## src/rtl/pipelined_addsub.sv

```systemverilog
// pipelined_addsub: two's-complement adder/subtractor split into STAGES equal
// chunks of C = WIDTH/STAGES bits. Each pipeline stage resolves one chunk and
// hands its carry to the next stage. All stages advance together under a
// global enable driven by output backpressure.
//
// Ports:
//   clk, rst_n           clock, asynchronous active-low reset
//   in_valid / in_ready  input handshake (in_ready = global advance enable)
//   a, b                 WIDTH-bit operands
//   cin                  carry-in (add) / borrow-in (subtract)
//   sub                  0: a+b+cin, 1: a-b-cin
//   out_valid/out_ready  output handshake
//   sum                  WIDTH-bit result, modulo 2^WIDTH
//   cout                 raw carry out of the MSB (subtract: 1 = no borrow)
//   ovf                  signed overflow
module pipelined_addsub #(
  parameter int WIDTH  = 32,
  parameter int STAGES = 4
) (
  input  logic             clk,
  input  logic             rst_n,
  input  logic             in_valid,
  output logic             in_ready,
  input  logic [WIDTH-1:0] a,
  input  logic [WIDTH-1:0] b,
  input  logic             cin,
  input  logic             sub,
  output logic             out_valid,
  input  logic             out_ready,
  output logic [WIDTH-1:0] sum,
  output logic             cout,
  output logic             ovf
);

  if (STAGES < 1 || STAGES > WIDTH || (WIDTH % STAGES) != 0) begin : g_param_check
    $error("pipelined_addsub: STAGES must lie in 1..WIDTH and divide WIDTH");
  end

  localparam int C = WIDTH / STAGES;

  function automatic logic [C:0] chunk_add(input logic [C-1:0] x,
                                           input logic [C-1:0] y,
                                           input logic         ci);
    return {1'b0, x} + {1'b0, y} + {{C{1'b0}}, ci};
  endfunction

  logic             en;
  logic             accept;
  logic [WIDTH-1:0] b_x;
  logic             c0;

  // Whole pipeline moves only when the output slot is empty or being drained.
  assign en       = !out_valid || out_ready;
  assign in_ready = en;
  assign accept   = in_valid && en;

  // Subtract is a + ~b + ~cin, so borrow-in becomes an inverted carry-in.
  assign b_x = sub ? ~b : b;
  assign c0  = sub ^ cin;

  for (genvar s = 1; s <= STAGES; s++) begin : g_stage
    // Operand bits not yet resolved when entering this stage (chunk s-1 at bit 0).
    localparam int WA = WIDTH - (s - 1) * C;

    logic [WA-1:0]  a_src;
    logic [WA-1:0]  bx_src;
    logic           cy_src;
    logic           vld_src;
    logic [C:0]     ch;
    logic [s*C-1:0] res_nxt;

    assign ch = chunk_add(a_src[C-1:0], bx_src[C-1:0], cy_src);

    if (s == 1) begin : g_src
      assign a_src   = a;
      assign bx_src  = b_x;
      assign cy_src  = c0;
      assign vld_src = accept;
      assign res_nxt = ch[C-1:0];
    end else begin : g_src
      assign a_src   = g_stage[s-1].g_reg.a_p;
      assign bx_src  = g_stage[s-1].g_reg.bx_p;
      assign cy_src  = g_stage[s-1].g_reg.cy_p;
      assign vld_src = g_stage[s-1].g_reg.vld_p;
      assign res_nxt = {ch[C-1:0], g_stage[s-1].g_reg.res_p};
    end

    if (s < STAGES) begin : g_reg
      // ---- stage boundary: resolved low chunks, carry, remaining upper operands
      logic [s*C-1:0]  res_p;
      logic [WA-C-1:0] a_p;
      logic [WA-C-1:0] bx_p;
      logic            cy_p;
      logic            vld_p;

      always_ff @(posedge clk or negedge rst_n) begin
        if (!rst_n) begin
          vld_p <= 1'b0;
        end else if (en) begin
          vld_p <= vld_src;
        end
      end

      always_ff @(posedge clk) begin
        if (en && vld_src) begin
          res_p <= res_nxt;
          a_p   <= a_src[WA-1:C];
          bx_p  <= bx_src[WA-1:C];
          cy_p  <= ch[C];
        end
      end
    end else begin : g_out
      // ---- final stage boundary: registered outputs
      logic c_msb;

      // Carry into the MSB recovered from the MSB sum bit: s = a ^ b ^ c.
      assign c_msb = a_src[C-1] ^ bx_src[C-1] ^ res_nxt[WIDTH-1];

      always_ff @(posedge clk or negedge rst_n) begin
        if (!rst_n) begin
          out_valid <= 1'b0;
          sum       <= '0;
          cout      <= 1'b0;
          ovf       <= 1'b0;
        end else if (en) begin
          out_valid <= vld_src;
          if (vld_src) begin
            sum  <= res_nxt;
            cout <= ch[C];
            ovf  <= ch[C] ^ c_msb;
          end
        end
      end
    end
  end

endmodule

```

## config.mk

```make
export PLATFORM = sky130hd
export DESIGN_NAME = pipelined_addsub
export DESIGN_NICKNAME = d
export VERILOG_FILES = /design/src/rtl/pipelined_addsub.sv
export SDC_FILE = /design/constraint.sdc
export NUM_CORES = 1
export LEC_CHECK = 0
export ABC_AREA = 0
export CAP_MARGIN = 20
export CORE_ASPECT_RATIO = 1.1
export CORE_UTILIZATION = 55
export DETAILED_ROUTE_END_ITERATION = 12
export GPL_ROUTABILITY_DRIVEN = 0
export PLACE_DENSITY = 0.79
export SLEW_MARGIN = 20
export SYNTH_ARGS = -nofsm -noshare
export SYNTH_HDL_FRONTEND = slang
export SYNTH_SLANG_ARGS = --single-unit
```

## constraint.sdc

```tcl
create_clock -name clk -period 4.86 [get_ports clk]
set_input_delay 0.972 -clock clk [delete_from_list [all_inputs] [get_ports clk]]
set_output_delay 0.972 -clock clk [all_outputs]
set_load 0.03 [all_outputs]
```

==> results of run 1 <==
power by group:
part | internal [mW] | switching (mW) | leakage, nW
Clock | 0.711 | 0.571 | 0.267
Combinational | 0.738 | 0.926 | 1.35
Sequential | 2.29 | 0.165 | 1.85
cells by family (layout without fill, tap and decap cells):
logic type | count (synthesis) | in the layout | share of synthesized area
multiplexers | 29 | 29 | 0.04429
buffers and inverters | 18 | 148 | 0.01120
adder cells (fa/ha/maj) | 36 | 36 | 0.06923
AO/OA/AOI/OAI | 66 | 66 | 0.05956
flip-flops | 185 | 185 | 0.7276
AND/OR/NAND/NOR | 39 | 39 | 0.02393
XOR/XNOR | 54 | 54 | 0.06414
flip-flops by register name (all words and copies together) (netlist names):
name and flops:
g_stage.g_reg.a_p 48, g_stage.g_reg.bx_p 48, g_stage.g_reg.res_p 48, sum 32, g_stage.g_reg.cy_p 3, g_stage.g_reg.vld_p 3, cout 1, out_valid 1
ovf 1
how the worst max path moves through the flow:
stage,start,to,cells past startpoint
4_1_cts,out_ready,in_ready,3
5_1_grt,out_ready,in_ready,3
6_report,out_ready,in_ready,3
2_1_floorplan,sub,g_stage[1].g_reg.res_p[6],11
3_5_place_dp,out_ready,in_ready,3
3_3_place_gp,out_ready,in_ready,3
worst reg2reg max path, cell delays in order (launching register included):
cell	delay [ps]
edfxtp_1	390
fa_1	470
fa_1	430
a21o_1	180
a21oi_2	190
o21ai_1	100
a21o_1	190
a21o_1	190
metal layers:
metal	up-vias	track usage	part of all wire
li1	1814	-	-
met1	1857	0.1810	0.39
met2	87	0.3187	0.55
met3	15	0.05735	0.044
met4	0	0.06750	0.016
met5	-	0	0
placed cells by master, fill, tap and decap left out, types with 3 or more instances in the layout:
| master | count |
|---|---|
| o21ai_0 | 9 |
| fa_1 | 8 |
| o21ai_1 | 7 |
| inv_6 | 5 |
| nor2_1 | 15 |
| xor2_1 | 42 |
| edfxtp_1 | 147 |
| o21a_1 | 3 |
| clkdlybuf4s50_1 | 103 |
| dfrtp_1 | 38 |
| nand2_1 | 11 |
| mux2_2 | 29 |
| clkbuf_16 | 17 |
| a21o_1 | 13 |
| o21bai_1 | 6 |
| a211oi_1 | 4 |
| inv_1 | 9 |
| ha_1 | 28 |
| a21oi_1 | 13 |
| xnor2_1 | 12 |
layout make-up:
class / instances / area (um2)
clock buffers: 19 / 432.9
fillers: 864 / 4015
inverters: 9 / 33.78
repair buffers: 107 / 1056
multi-input cells: 224 / 1933
clock inverters: 13 / 120.1
flip-flops and latches: 185 / 5365
well taps: 161 / 201.4
==> impl_metrics.yaml, run 1 <==
die:
  row_count: 44
  start_util: 0.5604
  die_height_um: 123.4
  die-width_um: 112.4
  core_area_um2: 13160
  io_pins: 106
  die-area_um2: 13870
critical_path:
  end_kind: "output port"
  r2r-end: "g_stage[3].g_reg.cy_p"
  critPathRequiredTime_ps: 3890
  path_cells: "clkdlybuf4s50_1, nand2b_1, clkdlybuf4s50_1"
  path_class: "input port to output port"
  crit_path_start_kind: "input port"
  crit_arrival_ps: 2460
  cp_slowest_cell: "clkdlybuf4s50_1"
  path_buf_inv: 2
  max_stage_delay_ps: 740
  crit_top_cell: "clkdlybuf4s50_1"
  critPathMaxFanout: 9
  critPathTopFamily: "buffers and inverters"
  crit-reg2reg-launch: "g_stage[2].g_reg.a_p[0]"
  rr_worst_depth: 7
  rrSetupSlack_ps: 2470
power_and_ir_drop:
  peakVddDrop_v: 0.0002648
  total_power_mw: 5.402
  power_leakage_nw: 3.467
  p_per_area_nw_per_um2: 590.9
synthesis:
  yosys.area.top_type: "edfxtp_1"
  synth_area_um2: 7373
  ys_warn_count: 0
  syn_inst: 427
  ys.flop_type: "edfxtp_1"
  synth_edf_count: 147
  synth_top_area_frac: 0.5987
  ys_types: 34
  avgSynthCellArea_um2: 17.27
  ys_top_cells_by_count: "edfxtp_1, xor2_1, dfrtp_1"
  synth.most_common_cell: "edfxtp_1"
  syn-num-nets: 533
  ys_seq_area_frac: 0.7276
  async_reset_ff_frac: 0.2054
  ys_ff_latch: 185
  ys_top_cells_by_area: "edfxtp_1, dfrtp_1, xor2_1"
hold_path:
  hold_depth: 0
  hold_path.class: "flip-flop to flip-flop"
  hp-start: "g_stage[2].g_reg.a_p[13]"
  min_to: "g_stage[3].g_reg.a_p[5]"
global_route:
  first_global_vias: 3806
  grt_max_degree: 50
  grt-ovfl-total: 0
  grt_usage: 0.1718
  grt_pass1_wl_um: 17560
  antenna_found_initial: 0
drt:
  wl_per_cell_um: 15.19
  routed_wl_um: 10910
  drc: 0
  firstDrtPassIters: 4
  antenna_left: 0
  dr_total_vias: 3773
  via_per_inst: 5.255
  drtIter0Drc: 120
timing:
  finalMaxSlewViolations: 0
  fmax_mhz: 291.0
  setup_ws_ps: 1423
  holdWs_ps: 414.0
  fin_skew_ps: 7.170
  relSlewSlack: 0.3372
  finalHoldViolCount: 0
  final.min_clock_period_ps: 3437
  rsz0062_at_grt: "no"
  tightest_slew_ps: 994.3
  post-route-period-util: 0.7072
  setup_tns_ps: 0
  setup_violations: 0
cells_and_area:
  n_antenna_cell: 0
  nNetsFinal: 650
  design_area_um2: 9143
  drive_gt1_frac: 0.1257
  final_cells: 718
  utilization: 0.6948
  syn2layout_area_growth_pct: 23.99
placement:
  pre_cts_slack_ps: 1428
  dp_hpwl_um: 7727
  placed_cell_area_um2: 8588
  place_inst: 686
  port_buffers: 105
cts:
  clkLatencyLatePin_ps: 420
  clk_path_buf_depth: 2
  htreeDepth: 4
  holdBufCountCts: 0
  cts-resized-gates: 0
  postCtsSetupRepairBufs: 0
  cts_made_buffers: 17
  clk_pin_slew_ps: 60
  cts-root-buf: "clkbuf_16"
  cts_tree: "built"
  cts.sink_count: 185
run:
  max_cap_viol_count: 0
run_status:
  status: "complete, no violations"
No activity file was read; power rests on OpenSTA's default activity.
==> inputs of run 2 (changes only) <==
--- a/config.mk
+++ b/config.mk
@@ -8,10 +8,10 @@
 export ABC_AREA = 0
 export CAP_MARGIN = 20
 export CORE_ASPECT_RATIO = 1.1
-export CORE_UTILIZATION = 55
+export CORE_UTILIZATION = 54
 export DETAILED_ROUTE_END_ITERATION = 12
 export GPL_ROUTABILITY_DRIVEN = 0
-export PLACE_DENSITY = 0.79
+export PLACE_DENSITY = 0.77
 export SLEW_MARGIN = 20
 export SYNTH_ARGS = -nofsm -noshare
 export SYNTH_HDL_FRONTEND = slang
==> constraint.sdc (replaced) <==
create_clock -name clk -period 3.4 [get_ports clk]
set_input_delay 0.68 -clock clk [delete_from_list [all_inputs] [get_ports clk]]
set_output_delay 0.68 -clock clk [all_outputs]
set_load 0.03 [all_outputs]
==> run 2 against run 1 <==
Non-clock buffer count increased by 6. Final area increased by 0.83%. Clock skew decreased by 0.90 ps. Global-route usage increased by 0.76 points. Cell count increased by 3.9%. Sequential share of layout area decreased by 0.49 points. Die area increased by 1.8%.
==> impl_metrics.yaml, run 2 (synthesis results as in run 1) <==
run_status:
  status: "complete, no violations"
cts:
  htreeDepth: 4
  clk_path_buf_depth: 2
  clkLatencyLatePin_ps: 420
  holdBufCountCts: 0
  cts-resized-gates: 0
  clk_pin_slew_ps: 60
  cts_tree: "built"
  cts_made_buffers: 17
  postCtsSetupRepairBufs: 0
  cts.sink_count: 185
  cts-root-buf: "clkbuf_16"
critical_path:
  end_kind: "output port"
  r2r-end: "g_stage[3].g_reg.cy_p"
  critPathRequiredTime_ps: 2720
  rrSetupSlack_ps: 950
  crit_path_start_kind: "input port"
  rr_worst_depth: 7
  crit_arrival_ps: 1990
  crit-reg2reg-launch: "g_stage[2].g_reg.a_p[0]"
  path_class: "input port to output port"
  cp_slowest_cell: "clkdlybuf4s50_1"
  critPathMaxFanout: 2
  critPathTopFamily: "buffers and inverters"
  path_cells: "clkdlybuf4s50_1, nand2b_1, clkdlybuf4s50_1"
  path_buf_inv: 2
  max_stage_delay_ps: 690
  crit_top_cell: "clkdlybuf4s50_1"
placement:
  dp_hpwl_um: 7896
  port_buffers: 105
  placed_cell_area_um2: 8675
global_route:
  grt_pass1_wl_um: 18690
  grt_max_degree: 58
  first_global_vias: 3872
  antenna_found_initial: 0
  grt-ovfl-total: 0
  grt_usage: 0.1794
cells_and_area:
  n_antenna_cell: 0
  nNetsFinal: 656
  multi_input_area_um2: 1932
  fillerInstances: 903
  final_cell_mix: "edfxtp_1, clkdlybuf4s50_1, xor2_1, dfrtp_1, mux2_2"
  reg_top3: "g_stage.g_reg.a_p (48), g_stage.g_reg.bx_p (48), g_stage.g_reg.res_p (48)"
  drive_gt1_frac: 0.1263
  layout_commonest_cell: "edfxtp_1"
  design_area_um2: 9219
  area.sequential_um2: 5365
  syn2layout_area_growth_pct: 25.03
die:
  die_height_um: 124.6
  core_area_um2: 13270
  start_util: 0.5557
  row_count: 44
  die-width_um: 113.4
  die-area_um2: 14130
  io_pins: 106
timing:
  fin_skew_ps: 6.267
  post-route-period-util: 0.7851
  final.min_clock_period_ps: 2669
  fmax_mhz: 374.6
  rsz0062_at_grt: "no"
  finalHoldViolCount: 0
  setup_violations: 0
  finalMaxSlewViolations: 0
  relSlewSlack: 0.4125
  holdWs_ps: 376.3
  tightest_slew_ps: 881.3
  setup_tns_ps: 0
drt:
  drtIter0Drc: 149
  firstDrtPassIters: 4
  routed_wl_um: 11450
  via_per_inst: 5.016
  antenna_left: 0
  wl_per_cell_um: 15.35
  drc: 0
  dr_total_vias: 3742
power_and_ir_drop:
  peakVddDrop_v: 0.0004507
  power_leakage_nw: 3.488
  p_per_area_nw_per_um2: 843.2
run:
  max_cap_viol_count: 0
hold_path:
  hold_path.class: "input port to async pin"
-- run 2: cell types whose count changed in the layout (fill, tap and decap cells not counted), moves of 2 or more --
cell / previous run / this run
inv_6: 5 / 0
clkinv_1: 1 / 3
clkbuf_1: 2 / 4
clkinv_4: 2 / 0
buf_4: 2 / 7
-- run 2: per-stage QoR --
stage,total power [mW],setup WS [ps],utilization,instances
6_report,7.774,730.7,0.6948,746
5_1_grt,8.166,689.0,0.6948,746
4_1_cts,7.850,701.1,0.6948,746
2_1_floorplan,5.124,517.1,-,427
3_3_place_gp,5.900,470.3,0.6538,715
3_5_place_dp,6.021,440.1,0.6538,715
-- run 2: cell type report --
type,instances,area share
clock buffer,21,0.04777
clock inverter,10,0.01126
inverter,9,0.003664
multi-input combinational,224,0.2096
sequential,185,0.5820
tap,184,0.02497
timing repair buffer,113,0.1208
-- run 2: worst max-delay path by stage --
stage                         start                         to  depth (start not counted)
after floorplan                 sub  g_stage[1].g_reg.res_p[6]                         11
after global placement         b[0]  g_stage[1].g_reg.res_p[6]                         10
after detailed placement       b[0]  g_stage[1].g_reg.res_p[6]                         10
after CTS                 out_ready                   in_ready                          3
after global routing      out_ready                   in_ready                          3
final                     out_ready                   in_ready                          3
-- run 2: routing by layer --
layer,part of all wire,GRT usage,wire length [um],up-vias
met4,0.029,0.09365,327,0
met2,0.54,0.3136,6144,89
met1,0.40,0.1980,4542,1804
met3,0.038,0.04964,437,24
li1,-,-,-,1825
met5,0,0,0,-
-- run 2: report_power, final --
part,total [mW],internal [mW],switching [mW]
Combinational,2.45,1.09,1.36
Clock,1.82,1.07,0.750
Sequential,3.51,3.27,0.240
Total,7.77,5.43,2.35
